[config.mk]
export PLATFORM = sky130hd
export DESIGN_NAME = fifo_ring
export DESIGN_NICKNAME = d
export VERILOG_FILES = /design/src/rtl/fifo_ring_pkg.sv /design/src/rtl/fifo_ring_mem.sv /design/src/rtl/fifo_ring.sv
export SDC_FILE = /design/constraint.sdc
export NUM_CORES = 1
export LEC_CHECK = 0
export CAP_MARGIN = 20
export CELL_PAD_IN_SITES_DETAIL_PLACEMENT = 0
export CELL_PAD_IN_SITES_GLOBAL_PLACEMENT = 2
export CORE_MARGIN = 5
export CORE_UTILIZATION = 43
export DETAILED_ROUTE_END_ITERATION = 6
export PLACE_DENSITY = 0.78
export SETUP_SLACK_MARGIN = 0.05
export SLEW_MARGIN = 25
export SYNTH_ARGS = -nofsm -noshare
export SYNTH_HDL_FRONTEND = slang
export SYNTH_HIERARCHICAL = 1
export SYNTH_SLANG_ARGS = --single-unit
[constraint.sdc]
create_clock -name clk -period 9.4 [get_ports clk]
set_clock_uncertainty 0.05 [all_clocks]
set_input_delay 2.82 -clock clk [delete_from_list [all_inputs] [get_ports clk]]
set_output_delay 2.82 -clock clk [all_outputs]
set_load 0.005 [all_outputs]
[src/rtl/fifo_ring_pkg.sv]
// fifo_ring_pkg: shared types, default parameters and parameter-check helpers
// for the fifo_ring stream FIFO.
package fifo_ring_pkg;

    localparam int DEF_DATA_WIDTH = 32;
    localparam int DEF_FIFO_DEPTH = 8;

    // Occupancy status bundle, used inside the FIFO and by external monitors.
    typedef struct packed {
        logic full;
        logic empty;
        logic almostFull;
        logic almostEmpty;
    } fifo_status_t;

    // True when v is a positive power of two.
    function automatic bit isPow2(input int v);
        return (v > 0) && ((v & (v - 1)) == 0);
    endfunction

endpackage

[src/rtl/fifo_ring_mem.sv]
// fifo_ring_mem: simple dual-port storage, synchronous write, asynchronous read.
// No reset: contents are undefined until written.
module fifo_ring_mem
    import fifo_ring_pkg::*;
#(
    parameter int DATA_WIDTH = DEF_DATA_WIDTH,
    parameter int FIFO_DEPTH = DEF_FIFO_DEPTH,
    localparam int AW        = $clog2(FIFO_DEPTH)
) (
    input  logic                  clk,
    input  logic                  we,
    input  logic [AW-1:0]         waddr,
    input  logic [DATA_WIDTH-1:0] wdata,
    input  logic [AW-1:0]         raddr,
    output logic [DATA_WIDTH-1:0] rdata
);

    logic [DATA_WIDTH-1:0] mem [FIFO_DEPTH];

    // Write port: one entry per cycle on the rising edge.
    always_ff @(posedge clk) begin
        if (we) mem[waddr] <= wdata;
    end

    assign rdata = mem[raddr];

endmodule

[src/rtl/fifo_ring.sv]
// fifo_ring: ring-buffer valid/ready stream FIFO with first-word fall-through,
// almost-full/almost-empty flags and synchronous flush.
// Optional peak-occupancy watermark enabled by defining FIFO_RING_WATERMARK_EN;
// without it peakCount is tied to zero.
module fifo_ring
    import fifo_ring_pkg::*;
#(
    parameter int DATA_WIDTH    = DEF_DATA_WIDTH,
    parameter int FIFO_DEPTH    = DEF_FIFO_DEPTH,
    parameter int AFULL_THRESH  = FIFO_DEPTH - 2,
    parameter int AEMPTY_THRESH = 1,
    localparam int CW           = $clog2(FIFO_DEPTH) + 1
) (
    input  logic                  clk,
    input  logic                  resetn,
    input  logic                  flush,
    input  logic [DATA_WIDTH-1:0] dataIn,
    input  logic                  dataInValid,
    output logic                  dataInReady,
    output logic [DATA_WIDTH-1:0] dataOut,
    output logic                  dataOutValid,
    input  logic                  dataOutReady,
    output logic [CW-1:0]         count,
    output logic                  almostFull,
    output logic                  almostEmpty,
    output logic [CW-1:0]         peakCount
);

    localparam int AW = CW - 1;
    localparam logic [CW-1:0] FULL_XOR = CW'(FIFO_DEPTH);   // wrap bits differ, address equal
    localparam logic [CW-1:0] AF_T     = CW'(AFULL_THRESH);
    localparam logic [CW-1:0] AE_T     = CW'(AEMPTY_THRESH);

    if (DATA_WIDTH < 1 || FIFO_DEPTH < 2 || !isPow2(FIFO_DEPTH) ||
        AFULL_THRESH < 0 || AFULL_THRESH > FIFO_DEPTH ||
        AEMPTY_THRESH < 0 || AEMPTY_THRESH > FIFO_DEPTH) begin : g_param_err
        $fatal(1, "fifo_ring: illegal parameter set");
    end

    logic [CW-1:0] wrPtr, rdPtr, countNext;
    logic          initDone, push, pop;
    fifo_status_t  status;

    assign status.full        = (wrPtr ^ rdPtr) == FULL_XOR;
    assign status.empty       = wrPtr == rdPtr;
    assign status.almostFull  = count >= AF_T;
    assign status.almostEmpty = count <= AE_T;

    // Handshake depends on registered state only; no bypass in either direction.
    assign dataInReady  = initDone & ~status.full;
    assign dataOutValid = ~status.empty;
    assign almostFull   = status.almostFull;
    assign almostEmpty  = status.almostEmpty;

    assign push = dataInValid & dataInReady;
    assign pop  = dataOutValid & dataOutReady;

    fifo_ring_mem #(
        .DATA_WIDTH(DATA_WIDTH),
        .FIFO_DEPTH(FIFO_DEPTH)
    ) u_mem (
        .clk  (clk),
        .we   (push & ~flush),
        .waddr(wrPtr[AW-1:0]),
        .wdata(dataIn),
        .raddr(rdPtr[AW-1:0]),
        .rdata(dataOut)
    );

    // Next occupancy: flush wins, simultaneous push+pop cancel.
    always_comb begin
        countNext = count;
        if (flush)              countNext = '0;
        else if (push && !pop)  countNext = count + CW'(1);
        else if (pop && !push)  countNext = count - CW'(1);
    end

    // Pointer, count and init-done state; pointers wrap naturally.
    always_ff @(posedge clk or negedge resetn) begin
        if (!resetn) begin
            wrPtr    <= '0;
            rdPtr    <= '0;
            count    <= '0;
            initDone <= 1'b0;
        end else begin
            initDone <= 1'b1;
            count    <= countNext;
            if (flush) begin
                wrPtr <= '0;
                rdPtr <= '0;
            end else begin
                if (push) wrPtr <= wrPtr + CW'(1);
                if (pop)  rdPtr <= rdPtr + CW'(1);
            end
        end
    end

`ifdef FIFO_RING_WATERMARK_EN
    // Peak occupancy tracker; only reset clears it, flush leaves it alone.
    always_ff @(posedge clk or negedge resetn) begin
        if (!resetn)                    peakCount <= '0;
        else if (countNext > peakCount) peakCount <= countNext;
    end
`else
    assign peakCount = '0;
`endif

endmodule

==> impl_metrics.csv <==
group,metric,value,unit
logic_synthesis,synth.distinct_cells,42,
setup_path,crit_chain,"buf_4 -> mux4_1 -> mux2_2 -> clkdlybuf4s50_1",
logic_synthesis,syn_area,10700,µm²
detailed_routing,route.vias.total,4815,
setup_path,r2r_start,"rdPtr[0]",
setup_path,cp.depth,4,
final_layout,fin_util,51.7,%
timing,slew-limit-headroom,36.5,%
setup_path,crit_path_end_kind,"output port",
floorplan,die_y,168,µm
setup_path,r2r-end,"u_mem/mem[0][17]",
logic_synthesis,postSynth.asyncResetShare,4.83,%
clocking,clk_pin_slew,0.06,ns
final_layout,diodes,0,
detailed_routing,drt_iter0_markers,236,
global_route,grt_max_degree,68,
logic_synthesis,postSynthAreaPerCell,22.6,µm²
timing,fmax,0.159,GHz
setup_path,r2r_slack,5.37,ns
detailed_routing,finalWirelength,20.2,mm
min_path,hold_class,"reg -> reg",
clocking,ctsResizeCount,0,
timing,fin_crit,6.30,ns
setup_path,crit_path_start,"rdPtr[0]",
pwr,p_per_area,203,nW/µm²
final_layout,fillers,1930,
timing,tightest_slew,0.952,ns
placed_design,place_congestion,0.698,
setup_path,arrival,3.43,ns
detailed_routing,post-route-drc-count,0,
timing,slew_viol_final,0,
clocking,cts_sinks,269,
run_status,outcome,"completed",
final_layout,seq_area,8020,µm²
placed_design,place_hpwl,11.2,mm
floorplan,num_rows,57,
pwr,p_leak,4.01,nW
timing,rsz0062_at_grt,"no",
setup_path,crit_type,"reg -> out",
setup_path,crit_fanout,36,
final_layout,layout.nets,610,
global_route,grt_pass1_wl,31.1,mm
clocking,cts_buffers,27,
logic_synthesis,synth.most_common_cell,"edfxtp_1",
detailed_routing,wl_per_cell,22.2,µm
pwr,vdd_drop_max,130,µV
global_route,antenna_found_initial,0,
floorplan,die_x,168,µm
global_route,first_global_vias,5177,
setup_path,start_kind,"flip-flop",
setup_path,cp.required,6.53,ns
timing,finalHoldViolations,0,
placed_design,io_buffer_count,76,
setup_path,slowest_delay,0.81,ns
logic_synthesis,synth_common_cells,"edfxtp_1, mux4_1, mux2_2",
global_route,grt_remaining_overflow,0,
clocking,insertion_delay,0.51,ns
logic_synthesis,synthDominantCellAreaShare,71.9,%
floorplan,die-area,28100,µm²
timing,setup_violations,0,
flow_run,maxCapViolations,0,
detailed_routing,via_per_inst,5.29,
logic_synthesis,synth_top_cell_by_area,"edfxtp_1",
final_layout,stdcell_count,911,
setup_path,slowest_stage,"dfrtp_4",
logic_synthesis,postSynthCellCount,473,
setup_path,path_buf_inv,2,
clocking,cts_setup_buffers,0,
logic_synthesis,synth_enable_flop_cells,256,
floorplan,core,24400,µm²
logic_synthesis,synth-seq-cells,269,
clocking,cts-hold-fix-buffers,0,
floorplan,start_util,43.8,%
logic_synthesis,yosysSeqAreaShare,74.9,%
timing,whs,0.594,ns
global_route,grt.total_usage,14.2,%
final_layout,final_cell_area,12600,µm²
logic_synthesis,synthFlopType,"edfxtp_1",
clocking,htree_num_levels,1,
timing,setup_tns,0,ns
setup_path,critical_path.endpoint,"dataOut[10]",
placed_design,dp.cells,862,
final_layout,multi_input_area,2560,µm²
clocking,clockBufferDepth,3,
final_layout,drive_gt1_share,19.6,%
detailed_routing,dr.pass1.iters,6,
setup_path,cp_top_family,"buffers and inverters",
clocking,root_buffer,"clkbuf_16",
logic_synthesis,synthTopCellsByArea,"edfxtp_1, mux4_1, mux4_2",
clocking,tritoncts,"yes",
final_layout,syn2layout_area_growth,18.0,%
logic_synthesis,ys.warnings.count,6,
floorplan,pin_count,81,
detailed_routing,drtAntennaViolNets,0,
setup_path,reg2reg_depth,7,
placed_design,place_area,11800,µm²
timing,fin_crit_sh,67.1,%
final cells by class:
type,instances,area share (%)
Clock buffer,36,5.62
Inverter,5,0.149
Timing Repair Buffer,86,6.62
Clock inverter,13,0.496
Multi-Input combinational cell,178,20.3
Sequential cell,269,63.6
Tap cell,324,3.21
per-stage QoR:
stage	setup slack (ns)	power (mW)
after CTS	3.01	2.60
after global placement	3.59	1.65
final	3.10	2.56
after detailed placement	3.57	1.66
after global routing	2.90	2.67
after floorplan	3.29	1.54
worst min path at each step:
| stage | start | end | slack [ns] | cells after the start |
|---|---|---|---|---|
| finish | rdPtr[3] | rdPtr[3] | 0.59 | 2 |
| floorplan | rdPtr[2] | rdPtr[2] | 0.52 | 2 |
| global placement | rdPtr[3] | rdPtr[3] | 0.57 | 2 |
| global route | rdPtr[3] | rdPtr[3] | 0.64 | 2 |
| CTS | wrPtr[2] | wrPtr[2] | 0.60 | 2 |
| detailed placement | wrPtr[2] | wrPtr[2] | 0.59 | 2 |
logic make-up after synthesis:
group,count (synthesis),share of synthesized area [%]
fa+ha+maj,6,0.702
mux,98,18.4
compound gates,14,1.10
simple gates,44,1.99
flops,269,74.9
xor+xnor,11,1.04
buf+inv,29,1.73
other cells,2,0.0702
worst register-to-register path, delay by kind of cell, from the launching register on:
family	cells	cell delay, ns
flip-flops	1	0.81
buffers and inverters	2	1.19
XOR/XNOR	1	0.31
AND/OR/NAND/NOR	3	0.97
AO/OA/AOI/OAI	1	0.31
layout by cell type, fill, tap and decap left out, types with 5 or more instances in the layout:
master,n
dfrtp_1,10
inv_1,5
mux4_2,24
mux2_2,32
nor2_1,11
ha_1,6
buf_4,10
nor2_4,6
nand2_1,7
clkbuf_16,27
xnor2_1,6
clkdlybuf4s50_1,76
conb_1,5
edfxtp_1,256
clkinv_1,7
mux4_1,40
clkbuf_1,9
where the power goes:
part           internal (mW)  switching, mW
clock network          0.527          0.408
logic                  0.166          0.101
registers               1.33         0.0325
total                   2.02          0.541
registers in the layout (all words and copies together), names as in the netlist:
| name | flops |
|---|---|
| u_mem/mem | 256 |
| wrPtr | 4 |
| initDone | 1 |
| count | 4 |
| rdPtr | 4 |
metal layers:
layer | vias up | wire [µm] | GRT usage, %
li1 | 2169 | - | -
met3 | 26 | 1280 | 2.69
met4 | 0 | 273 | 2.54
met5 | - | 0 | 0
met2 | 122 | 9980 | 24.2
met1 | 2498 | 8700 | 19.6
(Power assumes the default switching activity.)
